==> config.mk <==
export PLATFORM = sky130hd
export DESIGN_NAME = ws2812_multichannel_shifter
export DESIGN_NICKNAME = d
export VERILOG_FILES = /design/src/rtl/ws2812_multichannel_shifter.sv
export SDC_FILE = /design/constraint.sdc
export NUM_CORES = 1
export LEC_CHECK = 0
export ABC_CLOCK_PERIOD_IN_PS = 5300
export BUFFER_PORTS_ARGS = -buffer_cell sky130_fd_sc_hd__buf_2
export CORE_MARGIN = 8
export CORE_UTILIZATION = 30
export CTS_CLUSTER_SIZE = 25
export DETAILED_ROUTE_END_ITERATION = 16
export SLEW_MARGIN = 20
export SYNTH_ARGS = -nofsm -noshare
export SYNTH_HDL_FRONTEND = slang
export SYNTH_SLANG_ARGS = --single-unit
==> constraint.sdc <==
create_clock -name clk -period 5.3 [get_ports clk]
set_input_delay 0.53 -clock clk [delete_from_list [all_inputs] [get_ports clk]]
set_output_delay 0.53 -clock clk [all_outputs]
set_load 0.01 [all_outputs]
==> src/rtl/ws2812_multichannel_shifter.sv <==
// ws2812_multichannel_shifter
// ---------------------------------------------------------------------------
// Serialises one byte per channel onto CHANNELS parallel WS2812 data lines in
// lockstep. It generates the WS2812 bit timing and the inter-frame latch gap.
// The next byte set is prefetched during the last bit of each byte, so the
// bit stream has no gaps between bytes.
//
// Ports:
//   clk           system clock
//   rst           asynchronous, active-high reset
//   start         begin a frame (sampled only in IDLE)
//   enable        per-channel mask, latched when start is accepted
//   data          next byte per channel, channel i in data[8i+7:8i]
//   data_request  one-cycle pulse asking the source for the next byte set
//   busy          high from the cycle after start until the return to IDLE
//   frame_done    one-cycle pulse marking the end of the latch gap
//   dout          WS2812 data lines
//
// Optional feature: define WS2812_SHIFTER_INVERT_EN to add the 'invert' input.
// 'invert' is latched together with enable. Each dout line is then XORed with
// its invert bit at all times, including idle and masked periods. This suits
// inverting level shifters.
// ---------------------------------------------------------------------------
module ws2812_multichannel_shifter #(
   parameter int CHANNELS        = 4,
   parameter int BYTES_PER_FRAME = 24,
   parameter int BIT_CYCLES      = 15,
   parameter int T0H_CYCLES      = 4,
   parameter int T1H_CYCLES      = 9,
   parameter int RESET_CYCLES    = 3600
) (
   input  logic                  clk,
   input  logic                  rst,
   input  logic                  start,
   input  logic [CHANNELS-1:0]   enable,
`ifdef WS2812_SHIFTER_INVERT_EN
   input  logic [CHANNELS-1:0]   invert,
`endif
   input  logic [8*CHANNELS-1:0] data,
   output logic                  data_request,
   output logic                  busy,
   output logic                  frame_done,
   output logic [CHANNELS-1:0]   dout
);

   localparam int CYC_MAX = (BIT_CYCLES > RESET_CYCLES) ? BIT_CYCLES : RESET_CYCLES;
   localparam int CW      = $clog2(CYC_MAX);
   localparam int BW      = (BYTES_PER_FRAME > 1) ? $clog2(BYTES_PER_FRAME) : 1;

   localparam logic [CW-1:0] BIT_LAST   = CW'(BIT_CYCLES - 1);
   localparam logic [CW-1:0] LATCH_LAST = CW'(RESET_CYCLES - 1);
   localparam logic [CW-1:0] T0H_C      = CW'(T0H_CYCLES);
   localparam logic [CW-1:0] T1H_C      = CW'(T1H_CYCLES);
   localparam logic [BW-1:0] LAST_BYTE  = BW'(BYTES_PER_FRAME - 1);

   localparam logic [1:0] S_IDLE  = 2'd0;
   localparam logic [1:0] S_FETCH = 2'd1;
   localparam logic [1:0] S_SHIFT = 2'd2;
   localparam logic [1:0] S_LATCH = 2'd3;

   logic [1:0]            state, state_n;
   logic                  fetch_wait, fetch_wait_n;
   logic [CW-1:0]         cyc, cyc_n;
   logic [2:0]            bit_idx, bit_n;
   logic [BW-1:0]         byte_cnt, byte_n;
   logic [8*CHANNELS-1:0] shreg, sh_n;
   logic [8*CHANNELS-1:0] hold, hold_n;
   logic [CHANNELS-1:0]   en_q, en_n;
   logic                  req_n, done_n;
   logic [CHANNELS-1:0]   dout_n;
`ifdef WS2812_SHIFTER_INVERT_EN
   logic [CHANNELS-1:0]   inv_q, inv_n;
`endif

   // Next-state logic. Every output is computed from the values the counters
   // will hold in the next cycle. The registered outputs therefore line up
   // exactly with the cycle they describe.
   always_comb begin
      state_n      = state;
      fetch_wait_n = fetch_wait;
      cyc_n        = cyc;
      bit_n        = bit_idx;
      byte_n       = byte_cnt;
      sh_n         = shreg;
      hold_n       = hold;
      en_n         = en_q;
      req_n        = 1'b0;
      done_n       = 1'b0;
`ifdef WS2812_SHIFTER_INVERT_EN
      inv_n        = inv_q;
`endif
      case (state)
         S_IDLE: begin
            if (start) begin
               state_n      = S_FETCH;
               fetch_wait_n = 1'b0;
               en_n         = enable;
               req_n        = 1'b1;
`ifdef WS2812_SHIFTER_INVERT_EN
               inv_n        = invert;
`endif
            end
         end
         S_FETCH: begin
            // The first FETCH cycle carries the request. The source answers
            // in the second cycle, and the byte set is captured at its end.
            if (!fetch_wait) begin
               fetch_wait_n = 1'b1;
            end else begin
               sh_n    = data;
               state_n = S_SHIFT;
               cyc_n   = '0;
               bit_n   = 3'd7;
               byte_n  = '0;
            end
         end
         S_SHIFT: begin
            // The prefetch answer arrives one cycle after the request issued
            // at the start of bit 0. BIT_CYCLES >= 3 guarantees that the
            // answer lands before the byte boundary.
            if (bit_idx == 3'd0 && cyc == CW'(1) && byte_cnt != LAST_BYTE)
               hold_n = data;
            if (cyc == BIT_LAST) begin
               cyc_n = '0;
               if (bit_idx == 3'd0) begin
                  if (byte_cnt == LAST_BYTE) begin
                     state_n = S_LATCH;
                  end else begin
                     byte_n = byte_cnt + 1'b1;
                     bit_n  = 3'd7;
                     sh_n   = hold;
                  end
               end else begin
                  bit_n = bit_idx - 3'd1;
               end
               if (bit_idx == 3'd1 && byte_cnt != LAST_BYTE)
                  req_n = 1'b1;
            end else begin
               cyc_n = cyc + 1'b1;
            end
         end
         default: begin
            if (cyc == LATCH_LAST) begin
               state_n = S_IDLE;
               cyc_n   = '0;
               done_n  = 1'b1;
            end else begin
               cyc_n = cyc + 1'b1;
            end
         end
      endcase

      dout_n = '0;
      if (state_n == S_SHIFT) begin
         for (int ch = 0; ch < CHANNELS; ch++)
            dout_n[ch] = en_n[ch] &&
                         (cyc_n < (sh_n[8*ch + int'(bit_n)] ? T1H_C : T0H_C));
      end
`ifdef WS2812_SHIFTER_INVERT_EN
      dout_n = dout_n ^ inv_n;
`endif
   end

   // State and output registers. Reset returns to IDLE at once, with every
   // output low, no matter where the frame was.
   always_ff @(posedge clk or posedge rst) begin
      if (rst) begin
         state        <= S_IDLE;
         fetch_wait   <= 1'b0;
         cyc          <= '0;
         bit_idx      <= 3'd0;
         byte_cnt     <= '0;
         shreg        <= '0;
         hold         <= '0;
         en_q         <= '0;
         data_request <= 1'b0;
         busy         <= 1'b0;
         frame_done   <= 1'b0;
         dout         <= '0;
`ifdef WS2812_SHIFTER_INVERT_EN
         inv_q        <= '0;
`endif
      end else begin
         state        <= state_n;
         fetch_wait   <= fetch_wait_n;
         cyc          <= cyc_n;
         bit_idx      <= bit_n;
         byte_cnt     <= byte_n;
         shreg        <= sh_n;
         hold         <= hold_n;
         en_q         <= en_n;
         data_request <= req_n;
         busy         <= (state_n != S_IDLE);
         frame_done   <= done_n;
         dout         <= dout_n;
`ifdef WS2812_SHIFTER_INVERT_EN
         inv_q        <= inv_n;
`endif
      end
   end

endmodule

Word level (Yosys, flattened, before mapping)
Cells that the tools add are included.
Storage, ports and cells
  flip-flop bits (word level): 98
  input port bits: 39
  output and inout port bits: 7
  logic and storage cells: 108
Cells by class
  add/sub/neg operators: 6
  order comparisons: 8
  eq/ne operators: 14
  multiplexer cells: 52
  reduce and logical (&&, ||, !) cells: 16
Operator list (number)
  2-to-1 mux 32 bit: 4
  one-hot mux 32 bit (2 select lines): 1
  < comparator 12 x 4 -> 1 bit: 4
  2-to-1 mux 12 bit: 3
  one-hot mux 12 bit (3 select lines): 1
  2-to-1 mux 4 bit: 7
  2-to-1 mux 5 bit: 4
  binary-select mux 1 bit (select 5 bit): 3
  2-to-1 mux 1 bit: 13
  adder 12 x 1 -> 12 bit, second input constant: 1
  adder 5 x 3 -> 6 bit, first input constant: 2
  == test 12 x 1 -> 1 bit, second input constant: 1
  == test 12 bit, second input constant: 1
  == test 12 x 4 -> 1 bit, second input constant: 1
  < comparator 6 bit, second input constant: 2
  2-to-1 mux 2 bit: 6
  2-to-1 mux 3 bit: 4
  != test 2 bit, second input constant: 5
  one-hot mux 5 bit (2 select lines): 1
  logical AND 1 bit: 7
  < comparator 3 x 6 -> 1 bit, second input constant: 1
  < comparator 5 x 6 -> 1 bit, second input constant: 1
  one-hot mux 2 bit (3 select lines): 1
  one-hot mux 3 bit (2 select lines): 1
  16 further kinds: 21

Depth between registers and ports, before layout
Gate-level depths: netlist of run 1.
  word-level depth: 13
  depth in mapped cells: 17
  depth with buffers taken out: 15

Worst setup path after synthesis of run 1
OpenSTA, ideal clock, no wires.
  path type: register -> register
  from: register state[0]
  to: register dout[0]
  setup time: 0.099 ns
  data arrival time: 2.993 ns
  required time: 5.201 ns
  slack: 2.208 ns
  stages on the path, launching flop included: 17
  buffers on the path: 3
  period minus slack after synthesis: 3.092 ns
  cells stage by stage: dfrtp_1 inv_1 ha_1 and2_1 clkbuf_1 o21ai_0 nor2_1 o32a_1 buf_4 buf_8 mux2i_1 nor2_1 nor3_1 ha_1 a21oi_1 nand2_1 a311oi_1
On the way
  longest elaborated chain between the ends: 8
  elaborated cells on any way between the ends: 21
  classes of those cells: 1 x order compare; 3 x eq/ne; 15 x mux; 2 x reduce/logical
RTL lines
  start, declared: line 61  | logic [1:0] state, state_n;
  start signal, assigned: line 184  | state <= state_n;
  == test 2 bit / == test 2 x 1 -> 1 bit (equally long branches): line 92  | case (state)
  one-hot mux 3 bit (2 select lines) *: line 92
  via bit_n[0]: line 64  | logic [2:0] bit_idx, bit_n;
  binary-select mux 1 bit (select 3 bit) *: line 157  | (cyc_n < (sh_n[8*ch + int'(bit_n)] ? T1H_C : T0H_C));
  2-to-1 mux 1 bit (not written as such) *: line 157
  2-to-1 mux 4 bit *: line 157
  < comparator 12 x 4 -> 1 bit *: line 157
  logical AND 1 bit *: line 156  | dout_n[ch] = en_n[ch] &&
  2-to-1 mux 4 bit *: line 154  | if (state_n == S_SHIFT) begin
  via dout_n[0]: line 70  | logic [CHANNELS-1:0] dout_n;
  end signal, assigned: line 195  | dout <= dout_n;
  end, declared: line 43  | output logic [CHANNELS-1:0] dout
Mark *: on every way through the listed nets, which the timed path passes. The rest lies on a longest branch. The select of a mux whose other input is x is not followed.
A chain may end at the register's enable or synchronous reset.

Worst setup path in the final report of run 1
  from: register state[0]
  to: register dout[0]
On the way
  longest elaborated chain between the ends: 8
  elaborated cells on any way between the ends: 21
  classes of those cells: 1 x order compare; 3 x eq/ne; 15 x mux; 2 x reduce/logical
RTL lines (line)
  == test 2 bit / == test 2 x 1 -> 1 bit (equally long branches): 92
  one-hot mux 32 bit (2 select lines) / one-hot mux 3 bit (2 select lines) (equally long branches): 92
  binary-select mux 1 bit (select 3 bit): 157
  2-to-1 mux 1 bit (not written as such): 157
  2-to-1 mux 4 bit: 157
  < comparator 12 x 4 -> 1 bit: 157
  logical AND 1 bit: 156
  2-to-1 mux 4 bit *: 154
  via dout_n[0]: 70
Marks and branches as above.

==> metrics.txt, run 1 <==
area of the multi-input gates=0.002705 sq mm; clk root buf=clkbuf_16; Initial Util=0.3034; Syn Nets=596; worst-path maximum fanout=33; status=finished clean; vias in the first global route=4,303; Final Hold Viols=0; Pleak=2.577 nW; first-pass GRT wire length=21.89 mm; asr flop ratio synth=1.000; delay-heaviest family, CP=compound AO/OA/AOI/OAI gates; total track usage=0.1198; clock slew seen by the registers of the worst setup and hold paths=70 ps; Reg2Reg Setup Slack=1310 ps; DRT Wirelength=13.16 mm; CTS tree=done; Slew @ Worst Pin=881.9 ps; commonest register cell after synthesis=dfrtp_1; TritonCTS Buffers=9; Crit path depth=15; worst vdd ir=0.1302 mV; Final ANT Viol Nets=0; Yosys cell types=55; drt first pass iters=4; Port Buffers=45; Max Cap Viol=0; Synth Cell Area=0.005394 sq mm; Worst Hold Slack=159.3 ps; Residual DRC=0; initial antenna violation count=0; CP startpoint kind=flip-flop; clk_lat worst skew=340 ps; Final Cycle Share=0.7528; placed standard-cell area=0.005803 sq mm; die width=150.1 microns; setup TNS=0 ps; FILL cells=1,810; Post-DP HPWL=9.503 mm; Cell Rows=49; RSZ-0062 raised after global routing=no; total setup buffers inserted after CTS=0; Slew HR=0.4121; Longest Clk Path Bufs=2; DIE AREA=0.02253 sq mm; Top Ports=46; crit path DAT=4220 ps; Avg Cell Area, Syn=10.03 sq um; Non-Filler Instances=801; DR iter-0 viols=246; crit path cell chain=inv_1, ha_1, and2_1, buf_4, o21ai_0, nor2_1, o32a_1, buf_4, mux2i_1, o22ai_1, nor3_1, ha_1, a21oi_1, nand2_1, a311oi_1; Buf/Inv on CP=3; Placer Congestion=0.8848; CP peak stage delay=460 ps; final net count=625; Hold-fix buffers, CTS=0; die height=150.1 microns; fin area=0.006113 sq mm; Layout area overhead=13.34%; fmax=250.6 MHz; WL/cell=16.43 microns; number of gates resized after cts=0; yosys warns=0; critical path capture point type=flip-flop; register area=0.002452 sq mm; H-tree depth=3; Vias=4,265; Final Skew=8.680 ps; Core Area=0.01778 sq mm; reg2reg path depth=15; Setup-failing EPs final=0; Vias/cell=5.325; # diodes=0; pin count of the biggest net entering global routing=73; pins over their slew limit=0; worst hold path class=primary input to async pin; crit path max-delay cell type=ha_1; Inst Count DP=785; # clock sinks=98; Seq/Total Area, Yosys=0.4547; layout cell share with drive strength beyond 1=0.2692; Crit path required time=5530 ps; cell count after synthesis=538; global route total overflow=0; Post-synth EDFFs=0; Power Density=251.8 mW/mm^2; min Tclk post-route=3990 ps; Seq cells post-synth=98; WS Path Type=flip-flop to flip-flop
## final timing paths
kind	from	to
worst max-delay path	state[0]$_DFF_PP0_	dout[0]$_DFF_PP0_
worst min-delay path	rst	cyc[11]$_DFF_PP0_
worst max register to register	state[0]$_DFF_PP0_	dout[0]$_DFF_PP0_
worst min register to register	en_q[2]$_DFF_PP0_	en_q[2]$_DFF_PP0_
max in group asynchronous	rst	shreg[9]$_DFF_PP0_
min in group clk	data[7]	hold[7]$_DFFE_PP0P_
## layout make-up
cell class,count,share of cell area
inverter,17,0.01085
tap,229,0.04687
timing repair buffer,54,0.04789
clock buffer,10,0.03909
clock inverter,6,0.01167
sequential,98,0.4011
multi-input combinational,387,0.4425
## state kept, by name, indices dropped and copies added (netlist names), 2 cells and up
register and cells:
shreg 32, cyc 12, dout 4, en_q 4
bit_idx 3, state 2, byte_cnt 5, hold 32
## synthesized netlist by cell type (all sizes together) (2+ instances only)
| cell | n | area share |
|---|---|---|
| dfrtp | 98 | 0.45 |
| nand2 | 58 | 0.041 |
| o21ai | 54 | 0.050 |
| mux2 | 36 | 0.075 |
| nand4 | 35 | 0.041 |
| a31o | 33 | 0.054 |
| nor2 | 30 | 0.021 |
| clkbuf | 28 | 0.019 |
| ha | 19 | 0.044 |
| mux2i | 19 | 0.035 |
| inv | 17 | 0.012 |
| a21oi | 14 | 0.015 |
| nand3 | 13 | 0.013 |
| nor3 | 9 | 0.0084 |
| buf | 8 | 0.013 |
| nor4 | 7 | 0.019 |
| o31ai | 6 | 0.0084 |
| and3 | 5 | 0.0058 |
| nand2b | 5 | 0.0058 |
| o22ai | 5 | 0.0058 |
| or3 | 5 | 0.0079 |
| a311oi | 4 | 0.0065 |
| nor2b | 4 | 0.0046 |
| nand4b | 3 | 0.0060 |
| or2 | 3 | 0.0035 |
| xor2 | 3 | 0.0049 |
| a21o | 2 | 0.0028 |
| a31oi | 2 | 0.0023 |
| and2 | 2 | 0.0023 |
## stage by stage
stage	setup WS, ps	power [W]	utilization
after detailed placement	1321	0.0008752	0.3264
after CTS	1270	0.001563	0.3438
after global placement	1615	0.0008723	0.3264
after floorplan	2208	0.0008401	-
final	1310	0.001539	0.3438
after global routing	1026	0.001597	0.3438
## power breakdown
| part | switching, W | internal [W] | total [W] |
|---|---|---|---|
| clock | 0.000296 | 0.000385 | 0.000681 |
| sequential | 0.00000975 | 0.000772 | 0.000782 |
| combinational | 0.0000402 | 0.0000365 | 0.0000767 |
## cells by family (layout without fill, tap and decap cells)
logic type | Yosys count | in the layout | synth area share
mux | 55 | 55 | 0.1104
simple gates | 183 | 183 | 0.1844
buf+inv | 53 | 87 | 0.04430
compound gates | 127 | 127 | 0.1573
xor+xnor | 3 | 3 | 0.004872
flops | 98 | 98 | 0.4547
fa+ha+maj | 19 | 19 | 0.04407
## layout by cell type, fill, tap and decap left out, types with 4 or more instances in the layout
cell type,instances
nand2_1,57
o31ai_1,6
ha_1,19
a21oi_1,13
and3_1,5
a31o_2,30
o22ai_1,5
nand4_1,35
clkbuf_16,9
inv_1,15
nor3_1,9
mux2i_1,19
buf_2,45
nand2b_1,5
a311oi_1,4
nand3_1,12
dfrtp_1,98
mux2_2,36
buf_4,9
nor2_1,30
o21ai_0,54
## layer usage
metal  track usage  part of all wire  up-vias
li1              -                 -     2046
met1        0.1511              0.46     2112
met2        0.2009              0.49       93
met3       0.01894             0.027       14
met4       0.04898             0.020        0
met5             0                 0        -
## worst reg2reg max path: cells and delay by family (launching register included)
| kind | cells | cell delay (ps) |
|---|---|---|
| AO/OA/AOI/OAI | 5 | 1000 |
| adder cells (fa/ha/maj) | 2 | 770 |
| buffers and inverters | 3 | 720 |
| AND/OR/NAND/NOR | 4 | 700 |
| flip-flops | 1 | 410 |
| multiplexers | 1 | 260 |
Note: power is estimated with default switching activity, not from simulation.
==> inputs of run 2 (changes only) <==
--- a/config.mk
+++ b/config.mk
@@ -5,7 +5,7 @@
 export SDC_FILE = /design/constraint.sdc
 export NUM_CORES = 1
 export LEC_CHECK = 0
-export ABC_CLOCK_PERIOD_IN_PS = 5300
+export ABC_CLOCK_PERIOD_IN_PS = 3200
 export BUFFER_PORTS_ARGS = -buffer_cell sky130_fd_sc_hd__buf_2
 export CORE_MARGIN = 8
 export CORE_UTILIZATION = 30
==> constraint.sdc (replaced) <==
create_clock -name clk -period 3.2 [get_ports clk]
set_input_delay 0.32 -clock clk [delete_from_list [all_inputs] [get_ports clk]]
set_output_delay 0.32 -clock clk [all_outputs]
set_load 0.01 [all_outputs]
==> run 2 against run 1 <==
- critical path depth fell by 2
- critical path type unchanged
- final area grew 10%
- die area unchanged
- core utilization increased by 3.6 points
- non-clock buffer count up 38
- sequential power is 65% higher
- wire length up 9.8%
- highest routed layer is now met5
- worst hold slack lost 98 ps
- largest cell class unchanged
- register-to-register slack lost 1200 ps
- via count up 3.9%
- fmax rose by 28%
- clock skew about the same
==> metrics.txt, run 2 (same netlist as run 1, synthesis figures left out) <==
status=finished clean; clk root buf=clkbuf_16; pins over their slew limit=0 (unchanged); Final Skew=9.148 ps (+0.4682 ps); clock slew seen by the registers of the worst setup and hold paths=70 ps (about the same); worst hold path class=primary input to async pin; pin count of the biggest net entering global routing=55 (-25%); drt first pass iters=4 (unchanged); Vias/cell=5.289 (-0.67%); Placer Congestion=0.8688 (-1.8%); Crit path required time=3450 ps (-2080 ps); clk_lat worst skew=350 ps (about the same); largest registers=hold x32, shreg x32, cyc x12; min Tclk post-route=3116 ps (-874.4 ps); initial antenna violation count=1 (+1); final net count=663 (+6.1%); global route total overflow=0 (unchanged); critical path capture point type=flip-flop; Slew HR=0.5558 (+0.1437); Post-DP HPWL=10.15 mm (+6.9%); Vias=4,432 (+3.9%); Final ANT Viol Nets=0 (unchanged); Initial Util=0.3034 (unchanged); CP startpoint kind=flip-flop; DIE AREA=0.02253 sq mm (unchanged); reg2reg path depth=13 (-2); worst vdd ir=0.2310 mV (+77%); Cell Rows=49 (unchanged); worst-path maximum fanout=16 (-52%); Worst Hold Slack=61.55 ps (-97.73 ps); first-pass GRT wire length=23.18 mm (+5.9%); Port Buffers=45 (unchanged); reg2reg end=dout[0]$_DFF_PP0_; WL/cell=17.24 microns (+5.0%); crit path DAT=3370 ps (-850 ps); Power Density=388.0 mW/mm^2 (+54%); DR iter-0 viols=305 (+24%); # diodes=0 (unchanged); DR WL met2=6.903 mm (+6.9%); Reg2Reg Setup Slack=80 ps (-1230 ps); die width=150.1 microns (unchanged); commonest non-fill, non-tap cell in the layout=dfrtp_1; Final Hold Viols=0 (unchanged); TritonCTS Buffers=9 (unchanged); fin area=0.006754 sq mm (+10%); Longest Clk Path Bufs=2 (unchanged); placed standard-cell area=0.006073 sq mm (+4.7%); vias in the first global route=4,467 (+3.8%); Core Area=0.01778 sq mm (unchanged); total track usage=0.1280 (+0.008191); met3 routed WL=571 microns (+58%); Layout area overhead=25.21%; Final Cycle Share=0.9736 (+0.2208); H-tree depth=3 (unchanged); Inst Count DP=816 (+3.9%); Top Ports=46 (unchanged); Hold-fix buffers, CTS=0 (unchanged); Residual DRC=0 (unchanged); setup TNS=0 ps (unchanged); reg2reg start=cyc[8]$_DFF_PP0_; # clock sinks=98 (unchanged); Pleak=2.891 nW (+12%); Slew @ Worst Pin=666.3 ps (-215.6 ps); most frequent cells in the layout=dfrtp_1 (98), nand2_1 (57), o21ai_0 (53); DRT met1 WL=6.673 mm (+9.9%); layout cell share with drive strength beyond 1=0.3727 (+0.1035); fmax=321.0 MHz (+28%); die height=150.1 microns (unchanged); Non-Filler Instances=838 (+4.6%); Max Used Layer=met5; CTS tree=done; Setup-failing EPs final=0 (unchanged); Max Cap Viol=0 (unchanged); DRT Wirelength=14.45 mm (+9.8%); WS Path Type=flip-flop to flip-flop
run 2: repair_timing:
action	CTS	global route
gates cloned	0	3
endpoints found under the setup margin	4	4
pin swaps	1	12
setup buffers	1	3
gates resized for setup	7	44
run 2: per-layer routing:
layer  GRT usage  up-vias
met5           0        -
met4     0.06047        2
met3     0.02014       19
met2      0.2052       89
met1      0.1661     2207
li1            -     2115
run 2: where the power goes:
group          switching [W]  internal, W  total (W)  leakage [nW]
clock network       0.000482     0.000708    0.00119         0.156
logic              0.0000703    0.0000654   0.000136          1.54
registers          0.0000158      0.00128    0.00129          1.19
total               0.000568      0.00205    0.00262          2.89
run 2: cell type report:
type                    count  area, sq um
clock buffers              10        239.0
fillers                  1762        11030
repair buffers             92        683.2
well taps                 229        286.5
inverters                  17        66.31
flip-flops and latches     98         2452
clock inverters             5        85.08
multi-input cells         387         2942
run 2: worst max path at each step:
| stage | start | to | slack, ps | cells past startpoint |
|---|---|---|---|---|
| 5_1_grt | bit_idx[0]$_DFF_PP0_ | dout[1]$_DFF_PP0_ | -80 | 15 |
| 3_5_place_dp | cyc[0]$_DFF_PP0_ | dout[0]$_DFF_PP0_ | -40 | 15 |
| 4_1_cts | state[0]$_DFF_PP0_ | dout[1]$_DFF_PP0_ | 0.3 | 13 |
| 6_report | cyc[8]$_DFF_PP0_ | dout[0]$_DFF_PP0_ | 80 | 13 |
| 3_3_place_gp | cyc[0]$_DFF_PP0_ | dout[2]$_DFF_PP0_ | 40 | 15 |
| 2_1_floorplan | state[0]$_DFF_PP0_ | dout[0]$_DFF_PP0_ | 110 | 16 |
run 2: metrics by stage:
step / power [W] / setup WS (ps) / utilization
after floorplan: 0.001391 / 107.7 / -
after global placement: 0.001443 / 41.94 / 0.3416
after detailed placement: 0.001449 / -44.17 / 0.3416
after CTS: 0.002644 / 0.2911 / 0.3627
after global routing: 0.002736 / -75.33 / 0.3799
final: 0.002620 / 84.35 / 0.3799
run 2: worst max-delay path, cell delays in order, from the launching register on:
cell	delay, ps
dfrtp_1	420
nor4_4	370
and3_4	270
nand4b_1	100
buf_4	170
buf_12	150
a31o_2	250
mux2i_1	210
o22ai_2	140
nor3_2	160
ha_1	280
a21oi_1	150
nand2_1	70
a311oi_1	260
